**config.mk**
```make
export PLATFORM = sky130hd
export DESIGN_NAME = branch_resolve_ctrl_flat
export DESIGN_NICKNAME = d
export VERILOG_FILES = /design/src/rtl/branch_resolve_ctrl_pkg.sv /design/src/rtl/branch_resolve_ctrl_if.sv /design/src/rtl/branch_resolve_ctrl_sat_counter.sv /design/src/rtl/branch_resolve_ctrl.sv /design/src/flat_wrapper.sv
export SDC_FILE = /design/constraint.sdc
export NUM_CORES = 1
export LEC_CHECK = 0
export BUFFER_PORTS_ARGS = -buffer_cell sky130_fd_sc_hd__buf_2
export CAP_MARGIN = 5
export CORE_AREA = 3 3 150 152
export DETAILED_ROUTE_END_ITERATION = 7
export DIE_AREA = 0 0 153 155
export PLACE_DENSITY = 0.63
export SLEW_MARGIN = 20
export SYNTH_ARGS = -nofsm -noshare
export SYNTH_HDL_FRONTEND = slang
export SYNTH_SLANG_ARGS = --single-unit
```
**constraint.sdc**
```tcl
create_clock -name clk -period 1.92 [get_ports clk]
set_input_delay 0.576 -clock clk [delete_from_list [all_inputs] [get_ports clk]]
set_output_delay 0.576 -clock clk [all_outputs]
set_load 0.1 [all_outputs]
```
**src/rtl/branch_resolve_ctrl_pkg.sv**
```systemverilog
// Shared definitions for the branch resolve controller.
//  - RV32 branch funct3 encodings (F3_BEQ..F3_BGEU)
//  - FSM state encoding
//  - comparator signed-select polarity
//  - helpers that decode a funct3 into a taken condition / illegal flag
package branch_resolve_ctrl_pkg;

  localparam logic [2:0] F3_BEQ  = 3'b000;
  localparam logic [2:0] F3_BNE  = 3'b001;
  localparam logic [2:0] F3_BLT  = 3'b100;
  localparam logic [2:0] F3_BGE  = 3'b101;
  localparam logic [2:0] F3_BLTU = 3'b110;
  localparam logic [2:0] F3_BGEU = 3'b111;

  localparam logic CMP_SIGNED = 1'b1;

  typedef enum logic [1:0] {
    ST_IDLE  = 2'd0,
    ST_EVAL  = 2'd1,
    ST_REDIR = 2'd2,
    ST_FLUSH = 2'd3
  } state_t;

  // Branch condition from the comparator flags. Encodings 010/011 are not
  // branches and resolve as not-taken.
  function automatic logic br_cond(input logic [2:0] f3, input logic eq, input logic lt);
    logic r;
    r = 1'b0;
    case (f3)
      F3_BEQ:           r = eq;
      F3_BNE:           r = ~eq;
      F3_BLT, F3_BLTU:  r = lt;
      F3_BGE, F3_BGEU:  r = ~lt;
      default:          r = 1'b0;
    endcase
    return r;
  endfunction

  function automatic logic f3_illegal(input logic [2:0] f3);
    return (f3[2:1] == 2'b01);
  endfunction

endpackage

```
**src/rtl/branch_resolve_ctrl_if.sv**
```systemverilog
// Signal bundle between the EX stage / fetch and the branch resolve controller.
//  slave  : view taken by branch_resolve_ctrl
//  master : view taken by the surrounding pipeline (or a testbench)
// Request side : br_valid_i/br_ready_o, funct3, pc, imm, rs1, rs2, kill_i
// Comparator   : cmp_a_o, cmp_b_o, cmp_signed_o out; cmp_eq_i, cmp_lt_i back
// Fetch side   : redir_valid_o/redir_ready_i, redir_pc_o, flush_o
// Status       : done_o, taken_o, misalign_o, illegal_o, cnt_br_o, cnt_taken_o
interface branch_resolve_ctrl_if #(
  parameter int WID_DATA = 32,
  parameter int CNT_W    = 16
);

  logic                br_valid_i;
  logic                br_ready_o;
  logic [2:0]          br_funct3_i;
  logic [WID_DATA-1:0] br_pc_i;
  logic [WID_DATA-1:0] br_imm_i;
  logic [WID_DATA-1:0] br_rs1_i;
  logic [WID_DATA-1:0] br_rs2_i;
  logic                kill_i;
  logic [WID_DATA-1:0] cmp_a_o;
  logic [WID_DATA-1:0] cmp_b_o;
  logic                cmp_signed_o;
  logic                cmp_eq_i;
  logic                cmp_lt_i;
  logic                redir_valid_o;
  logic                redir_ready_i;
  logic [WID_DATA-1:0] redir_pc_o;
  logic                flush_o;
  logic                done_o;
  logic                taken_o;
  logic                misalign_o;
  logic                illegal_o;
  logic [CNT_W-1:0]    cnt_br_o;
  logic [CNT_W-1:0]    cnt_taken_o;

  modport slave (
    input  br_valid_i, br_funct3_i, br_pc_i, br_imm_i, br_rs1_i, br_rs2_i, kill_i,
           cmp_eq_i, cmp_lt_i, redir_ready_i,
    output br_ready_o, cmp_a_o, cmp_b_o, cmp_signed_o, redir_valid_o, redir_pc_o,
           flush_o, done_o, taken_o, misalign_o, illegal_o, cnt_br_o, cnt_taken_o
  );

  modport master (
    output br_valid_i, br_funct3_i, br_pc_i, br_imm_i, br_rs1_i, br_rs2_i, kill_i,
           cmp_eq_i, cmp_lt_i, redir_ready_i,
    input  br_ready_o, cmp_a_o, cmp_b_o, cmp_signed_o, redir_valid_o, redir_pc_o,
           flush_o, done_o, taken_o, misalign_o, illegal_o, cnt_br_o, cnt_taken_o
  );

endinterface

```
**src/rtl/branch_resolve_ctrl_sat_counter.sv**
```systemverilog
// Saturating up-counter: increments by one when inc is high, holds at
// all-ones, never wraps.
//  clk   in  rising-edge clock
//  rst_n in  asynchronous active-low reset (count -> 0)
//  inc   in  increment request
//  cnt   out current count
module sat_counter #(
  parameter int CNT_W = 16
) (
  input  logic             clk,
  input  logic             rst_n,
  input  logic             inc,
  output logic [CNT_W-1:0] cnt
);

  function automatic logic [CNT_W-1:0] sat_inc(input logic [CNT_W-1:0] v);
    return (&v) ? v : v + CNT_W'(1);
  endfunction

  always_ff @(posedge clk or negedge rst_n) begin
    if (!rst_n) begin
      cnt <= '0;
    end else if (inc) begin
      cnt <= sat_inc(cnt);
    end
  end

endmodule

```
**src/rtl/branch_resolve_ctrl.sv**
```systemverilog
// Branch resolve controller for the EX stage. Accepts one conditional branch,
// drives the shared external comparator from latched operands, resolves the
// condition, and for an aligned taken branch holds a redirect to fetch until
// accepted, then raises flush_o for FLUSH_CYC cycles. Keeps saturating
// counts of resolved and redirected branches.
//  clk, rst_n : clock, asynchronous active-low reset
//  bus        : branch_resolve_ctrl_if.slave (request, comparator, fetch, status)
module branch_resolve_ctrl
  import branch_resolve_ctrl_pkg::*;
#(
  parameter int WID_DATA  = 32,
  parameter int FLUSH_CYC = 2,
  parameter int CNT_W     = 16
) (
  input  logic                  clk,
  input  logic                  rst_n,
  branch_resolve_ctrl_if.slave  bus
);

  localparam int FC_W = $clog2(FLUSH_CYC + 1);

  state_t              state, state_nxt;
  logic [2:0]          f3_p0;
  logic [WID_DATA-1:0] rs1_p0, rs2_p0, tgt_p0;
  logic [FC_W-1:0]     fcnt;

  logic accept, cond_taken, misaligned;
  logic done_nxt, taken_nxt, misalign_nxt, illegal_nxt;
  logic inc_br, inc_taken, fcnt_load;
  logic done_q, taken_q, misalign_q, illegal_q;

  assign accept     = (state == ST_IDLE) & bus.br_valid_i & ~bus.kill_i;
  assign cond_taken = br_cond(f3_p0, bus.cmp_eq_i, bus.cmp_lt_i);
  assign misaligned = (tgt_p0[1:0] != 2'b00);

  always_ff @(posedge clk or negedge rst_n) begin
    if (!rst_n) begin
      state <= ST_IDLE;
    end else begin
      state <= state_nxt;
    end
  end

  always_comb begin
    state_nxt    = state;
    done_nxt     = 1'b0;
    taken_nxt    = 1'b0;
    misalign_nxt = 1'b0;
    illegal_nxt  = 1'b0;
    inc_br       = 1'b0;
    inc_taken    = 1'b0;
    fcnt_load    = 1'b0;
    case (state)
      ST_IDLE: begin
        if (accept) state_nxt = ST_EVAL;
      end
      ST_EVAL: begin
        if (bus.kill_i) begin
          state_nxt = ST_IDLE;
        end else if (!cond_taken) begin
          state_nxt   = ST_IDLE;
          done_nxt    = 1'b1;
          illegal_nxt = f3_illegal(f3_p0);
          inc_br      = 1'b1;
        end else if (misaligned) begin
          // Taken but unreachable target: report, never redirect.
          state_nxt    = ST_IDLE;
          done_nxt     = 1'b1;
          taken_nxt    = 1'b1;
          misalign_nxt = 1'b1;
          inc_br       = 1'b1;
        end else begin
          state_nxt = ST_REDIR;
        end
      end
      ST_REDIR: begin
        // kill_i takes priority over a coincident redirect handshake.
        if (bus.kill_i) begin
          state_nxt = ST_IDLE;
        end else if (bus.redir_ready_i) begin
          state_nxt = ST_FLUSH;
          done_nxt  = 1'b1;
          taken_nxt = 1'b1;
          inc_br    = 1'b1;
          inc_taken = 1'b1;
          fcnt_load = 1'b1;
        end
      end
      ST_FLUSH: begin
        // kill_i deliberately ignored: the flush window always completes.
        if (fcnt == FC_W'(1)) state_nxt = ST_IDLE;
      end
      default: state_nxt = ST_IDLE;
    endcase
  end

  // Request capture: operands and target held for the whole branch lifetime.
  always_ff @(posedge clk or negedge rst_n) begin
    if (!rst_n) begin
      f3_p0  <= '0;
      rs1_p0 <= '0;
      rs2_p0 <= '0;
      tgt_p0 <= '0;
    end else if (accept) begin
      f3_p0  <= bus.br_funct3_i;
      rs1_p0 <= bus.br_rs1_i;
      rs2_p0 <= bus.br_rs2_i;
      tgt_p0 <= bus.br_pc_i + bus.br_imm_i;
    end
  end

  // Flush window counter and registered status pulses.
  always_ff @(posedge clk or negedge rst_n) begin
    if (!rst_n) begin
      fcnt       <= '0;
      done_q     <= 1'b0;
      taken_q    <= 1'b0;
      misalign_q <= 1'b0;
      illegal_q  <= 1'b0;
    end else begin
      if (fcnt_load) begin
        fcnt <= FC_W'(FLUSH_CYC);
      end else if (state == ST_FLUSH && fcnt != '0) begin
        fcnt <= fcnt - FC_W'(1);
      end
      done_q     <= done_nxt;
      taken_q    <= taken_nxt;
      misalign_q <= misalign_nxt;
      illegal_q  <= illegal_nxt;
    end
  end

  sat_counter #(.CNT_W(CNT_W)) u_cnt_br (
    .clk   (clk),
    .rst_n (rst_n),
    .inc   (inc_br),
    .cnt   (bus.cnt_br_o)
  );

  sat_counter #(.CNT_W(CNT_W)) u_cnt_taken (
    .clk   (clk),
    .rst_n (rst_n),
    .inc   (inc_taken),
    .cnt   (bus.cnt_taken_o)
  );

  // State-decoded outputs clear immediately on async reset.
  assign bus.br_ready_o    = (state == ST_IDLE);
  assign bus.cmp_a_o       = rs1_p0;
  assign bus.cmp_b_o       = rs2_p0;
  assign bus.cmp_signed_o  = (state == ST_EVAL) & (f3_p0[1] ? ~CMP_SIGNED : CMP_SIGNED);
  assign bus.redir_valid_o = (state == ST_REDIR);
  assign bus.redir_pc_o    = tgt_p0;
  assign bus.flush_o       = (state == ST_FLUSH);
  assign bus.done_o        = done_q;
  assign bus.taken_o       = taken_q;
  assign bus.misalign_o    = misalign_q;
  assign bus.illegal_o     = illegal_q;

endmodule

```
**src/flat_wrapper.sv**
```systemverilog
// flat-port wrapper written by rule: the top's interface ports become plain ports
module branch_resolve_ctrl_flat import branch_resolve_ctrl_pkg::*;
#(
  parameter int WID_DATA  = 32,
  parameter int FLUSH_CYC = 2,
  parameter int CNT_W     = 16
)
  (clk, rst_n, bus_br_valid_i, bus_br_funct3_i, bus_br_pc_i, bus_br_imm_i, bus_br_rs1_i, bus_br_rs2_i, bus_kill_i, bus_cmp_eq_i, bus_cmp_lt_i, bus_redir_ready_i, bus_br_ready_o, bus_cmp_a_o, bus_cmp_b_o, bus_cmp_signed_o, bus_redir_valid_o, bus_redir_pc_o, bus_flush_o, bus_done_o, bus_taken_o, bus_misalign_o, bus_illegal_o, bus_cnt_br_o, bus_cnt_taken_o);
  branch_resolve_ctrl_if #(.WID_DATA(WID_DATA), .CNT_W(CNT_W)) bus_i ();
  input  logic clk;
  input  logic rst_n;
  input wire logic [$bits(bus_i.br_valid_i)-1:0] bus_br_valid_i;
  input wire logic [$bits(bus_i.br_funct3_i)-1:0] bus_br_funct3_i;
  input wire logic [$bits(bus_i.br_pc_i)-1:0] bus_br_pc_i;
  input wire logic [$bits(bus_i.br_imm_i)-1:0] bus_br_imm_i;
  input wire logic [$bits(bus_i.br_rs1_i)-1:0] bus_br_rs1_i;
  input wire logic [$bits(bus_i.br_rs2_i)-1:0] bus_br_rs2_i;
  input wire logic [$bits(bus_i.kill_i)-1:0] bus_kill_i;
  input wire logic [$bits(bus_i.cmp_eq_i)-1:0] bus_cmp_eq_i;
  input wire logic [$bits(bus_i.cmp_lt_i)-1:0] bus_cmp_lt_i;
  input wire logic [$bits(bus_i.redir_ready_i)-1:0] bus_redir_ready_i;
  output wire logic [$bits(bus_i.br_ready_o)-1:0] bus_br_ready_o;
  output wire logic [$bits(bus_i.cmp_a_o)-1:0] bus_cmp_a_o;
  output wire logic [$bits(bus_i.cmp_b_o)-1:0] bus_cmp_b_o;
  output wire logic [$bits(bus_i.cmp_signed_o)-1:0] bus_cmp_signed_o;
  output wire logic [$bits(bus_i.redir_valid_o)-1:0] bus_redir_valid_o;
  output wire logic [$bits(bus_i.redir_pc_o)-1:0] bus_redir_pc_o;
  output wire logic [$bits(bus_i.flush_o)-1:0] bus_flush_o;
  output wire logic [$bits(bus_i.done_o)-1:0] bus_done_o;
  output wire logic [$bits(bus_i.taken_o)-1:0] bus_taken_o;
  output wire logic [$bits(bus_i.misalign_o)-1:0] bus_misalign_o;
  output wire logic [$bits(bus_i.illegal_o)-1:0] bus_illegal_o;
  output wire logic [$bits(bus_i.cnt_br_o)-1:0] bus_cnt_br_o;
  output wire logic [$bits(bus_i.cnt_taken_o)-1:0] bus_cnt_taken_o;
  assign bus_i.br_valid_i = bus_br_valid_i;
  assign bus_i.br_funct3_i = bus_br_funct3_i;
  assign bus_i.br_pc_i = bus_br_pc_i;
  assign bus_i.br_imm_i = bus_br_imm_i;
  assign bus_i.br_rs1_i = bus_br_rs1_i;
  assign bus_i.br_rs2_i = bus_br_rs2_i;
  assign bus_i.kill_i = bus_kill_i;
  assign bus_i.cmp_eq_i = bus_cmp_eq_i;
  assign bus_i.cmp_lt_i = bus_cmp_lt_i;
  assign bus_i.redir_ready_i = bus_redir_ready_i;
  assign bus_br_ready_o = bus_i.br_ready_o;
  assign bus_cmp_a_o = bus_i.cmp_a_o;
  assign bus_cmp_b_o = bus_i.cmp_b_o;
  assign bus_cmp_signed_o = bus_i.cmp_signed_o;
  assign bus_redir_valid_o = bus_i.redir_valid_o;
  assign bus_redir_pc_o = bus_i.redir_pc_o;
  assign bus_flush_o = bus_i.flush_o;
  assign bus_done_o = bus_i.done_o;
  assign bus_taken_o = bus_i.taken_o;
  assign bus_misalign_o = bus_i.misalign_o;
  assign bus_illegal_o = bus_i.illegal_o;
  assign bus_cnt_br_o = bus_i.cnt_br_o;
  assign bus_cnt_taken_o = bus_i.cnt_taken_o;
  branch_resolve_ctrl #(.WID_DATA(WID_DATA), .FLUSH_CYC(FLUSH_CYC), .CNT_W(CNT_W)) u_core (.clk(clk), .rst_n(rst_n), .bus(bus_i));
endmodule
```
==> run summary <==
run status: finished, violations left
violated checks: negative setup slack
synthesized cell area: 7451 um^2
Core ar.: 21,150 um^2
Initial DRT Pass Iterations: 4
Post-Layout Cell Count: 1,503
detail-routed via count per cell: 4.778
Reg-to-Reg End: u_core.u_cnt_taken.cnt[13]
grt ovf: 0
power density over the cells: 1867 nW/um^2
row count: 53
Max FO, Critical Path: 3
largest family of logic cells by synthesized area: simple AND/OR/NAND/NOR gates
clk buf depth: 2
share of cells above drive strength 1: 47.03%
vias in the first global route: 7,336
Critical Path RT: 2.21 ns
largest net degree at the start of global routing: 74
post-route minimum period: 2.351 ns
hold slack: 0.04402 ns
CP endpoint: u_core.bus.redir_pc_o[30]
DR WL/cell: 15.23 um
RSZ-0062 raised after global routing: true
final WL: 22,900 um
DP Cell Count: 1,457
initial antenna violation count: 4
area leader, netlist: dfrtp_1
Leak: 0.005935 uW
gr usage total: 19.07%
Setup Skew: 0.01261 ns
crit path launch type: input port
post-synth top area share: 46.68%
clock latency on the worst-skew pair: 0.42 ns
Synth top cells by count: nand2_1, dfrtp_1, xnor2_1, ha_1, o21ai_0
Root Buffer: clkbuf_16
Max Cap Violations: 0
Tcrit/Tclk final: 122.5%
drt drc: 0
Worst VDD drop: 0.001228 V
Power, Total: 21,720 uW
CTS H-tree depth: 4
CTS Hold Buffers Added: 0
post-synthesis cell type count: 68
xor/xnor share of the synthesized area: 6.700%
num ports: 274
Synthesis Warnings: 0
leading post-synthesis cells by cell area: dfrtp_1, nand2_1, ha_1
Detailed Route Iter0 Violations: 404
Synth Area in Simple Gates: 22.59%
Num CTS Buffers: 17
clk slew on worst S/H paths: 0.06 ns
synth-to-layout area growth: 56.19%
worst-margin pin slew: 0.5347 ns
DIE AREA: 23,720 um^2
most frequent cell after synthesis: nand2_1
Final Setup Violations: 28
syn_nets: 995
Antenna Nets Post-Route: 0
initial core utilization: 35.22%
number of synthesized flops with an enable pin: 0
die width: 153 um
FF-to-FF path depth: 9
Seq pwr share: 22.2%
Util after Layout: 55.01%
Slew Viols, Final: 0
Worst setup EP type: register
FF+latch count, synth: 139
chip height: 155 um
Synth Area in Compound Gates: 13.45%
final setup margin: -0.4315 ns
Post-DP HPWL: 17,480 um
first-pass GRT wire length: 36,900 um
Port-buffer cells: 273
critical path class: input port to register
mux contribution to synthesized area: 0.7725%
FF-to-FF setup slack: -0.02 ns
TritonCTS clock tree: yes
sequential-to-total area share from yosys stat: 46.68%
vias: 7,182
share of total power in the clock network: 15.9%
Post-Syn Instances: 817
final hold vios: 0
relative slew slack: 64.60%
Top FF cell, synth: dfrtp_1
CTS sink count: 139
P_sw: 12,900 uW
crit path launch: bus_br_imm_i[0]
f_max: 0.4253 GHz
RD Place Congestion: 0.8661
Net Sw Frac: 59.37%
design internal power: 8827 uW
Async SR Flop Fraction: 100.0%
Synth Area in Adders: 6.818%
HP Class: input port to asynchronous set/reset pin
fill count: 1,928
Combinational Power Share: 61.9%
# nets final: 1,392
Worst Path Arrival: 2.64 ns
Mapped Avg Cell Area: 9.120 um^2
RR Startpoint: u_core.state[0]
## critical path, cell delays in order
cell,delay [ns]
buf_8,0.10
ha_4,0.15
fa_2,0.36
a211oi_2,0.26
o21bai_2,0.13
a211oi_4,0.32
o31ai_4,0.13
o31ai_4,0.23
o21ai_2,0.09
mux2_4,0.30
## kinds of logic (layout without fill, tap and decap cells)
kind of cell               after synthesis  after routing
AOI/OAI and AO/OA                      144            144
xor gates and xnor gates                57             57
adders and majority gates               40             40
buffers and inverters                   50            460
DFF                                    139            139
muxes                                    5              5
other                                    0              1
and+or+nand+nor                        382            382
## flip-flops by register name, summed over array words and instances (netlist names)
signal,count
u_core.bus.done_o,1
u_core.bus.cmp_a_o,32
u_core.bus.cmp_b_o,32
u_core.fcnt,2
u_core.bus.misalign_o,1
u_core.bus.redir_pc_o,32
u_core.u_cnt_br.cnt,16
u_core.bus.illegal_o,1
u_core.u_cnt_taken.cnt,16
u_core.bus.taken_o,1
u_core.state,2
u_core.f3_p0,3
## timing repair
item / CTS / global route
endpoints found under the setup margin: 33 / 53
resized for setup: 47 / 51
gates cloned: 0 / 0
setup buffers: 5 / 11
pin swaps: 24 / 39
## placed cells by master (no fill, tap or decap), types with 21 or more instances in the layout
cell	netlist	routed
dfrtp_2	0	21
ha_1	39	21
a21oi_1	36	23
buf_4	0	127
nand2_1	271	267
buf_2	4	251
xnor2_1	41	37
o21ai_1	7	22
dfrtp_1	139	108
nand4_1	22	22
## worst min-delay path by stage
stage / from / to / slack (ns) / cells after the start
after floorplan: rst_n / u_core.bus.cmp_a_o[0] / 0.28 / 0
after global placement: u_core.bus.cmp_b_o[3] / u_core.bus.cmp_b_o[3] / 0.45 / 2
after detailed placement: u_core.bus.cmp_b_o[27] / u_core.bus.cmp_b_o[27] / 0.46 / 2
after CTS: rst_n / u_core.u_cnt_br.cnt[4] / 0.05 / 1
after global routing: rst_n / u_core.u_cnt_br.cnt[2] / 0.05 / 1
final: rst_n / u_core.u_cnt_br.cnt[4] / 0.04 / 1
## metal layers
| metal | global-route usage, % | up-vias | part of all wire (%) |
|---|---|---|---|
| met5 | 0 | - | 0.21 |
| li1 | - | 3601 | - |
| met3 | 5.341 | 37 | 6.9 |
| met2 | 32.35 | 219 | 48 |
| met4 | 5.855 | 8 | 1.9 |
| met1 | 23.78 | 3317 | 43 |
## power groups by stage
stage                     logic, uW  registers (uW)  clock network, uW
after global routing          14100            4990               3660
final                         13400            4830               3450
after detailed placement      13200            4840                  0
after CTS                     13300            4830               3550
after global placement        13100            4850                  0
after floorplan                2540           12700                  0
## final cells by class
class	instances	area (um^2)	share of cell area [%]
tap	275	344.1	2.957
clock buffer	18	429.2	3.688
antenna	1	2.502	0.02150
clock inverter	14	183.9	1.580
multi-input combinational	628	4404	37.85
sequential	139	3542	30.44
inverter	16	62.56	0.5376
timing repair buffer	412	2669	22.93
## metrics by stage
stage	cell area (um^2)	setup WS, ns	setup TNS (ns)
after floorplan	7896	-0.7065	-7.995
after global placement	10500	-0.9215	-19.69
after detailed placement	10500	-0.9604	-20.78
after CTS	11360	-0.4664	-6.293
after global routing	11630	-0.4804	-7.430
final	11640	-0.4315	-5.591
(Power assumes the default switching activity.)
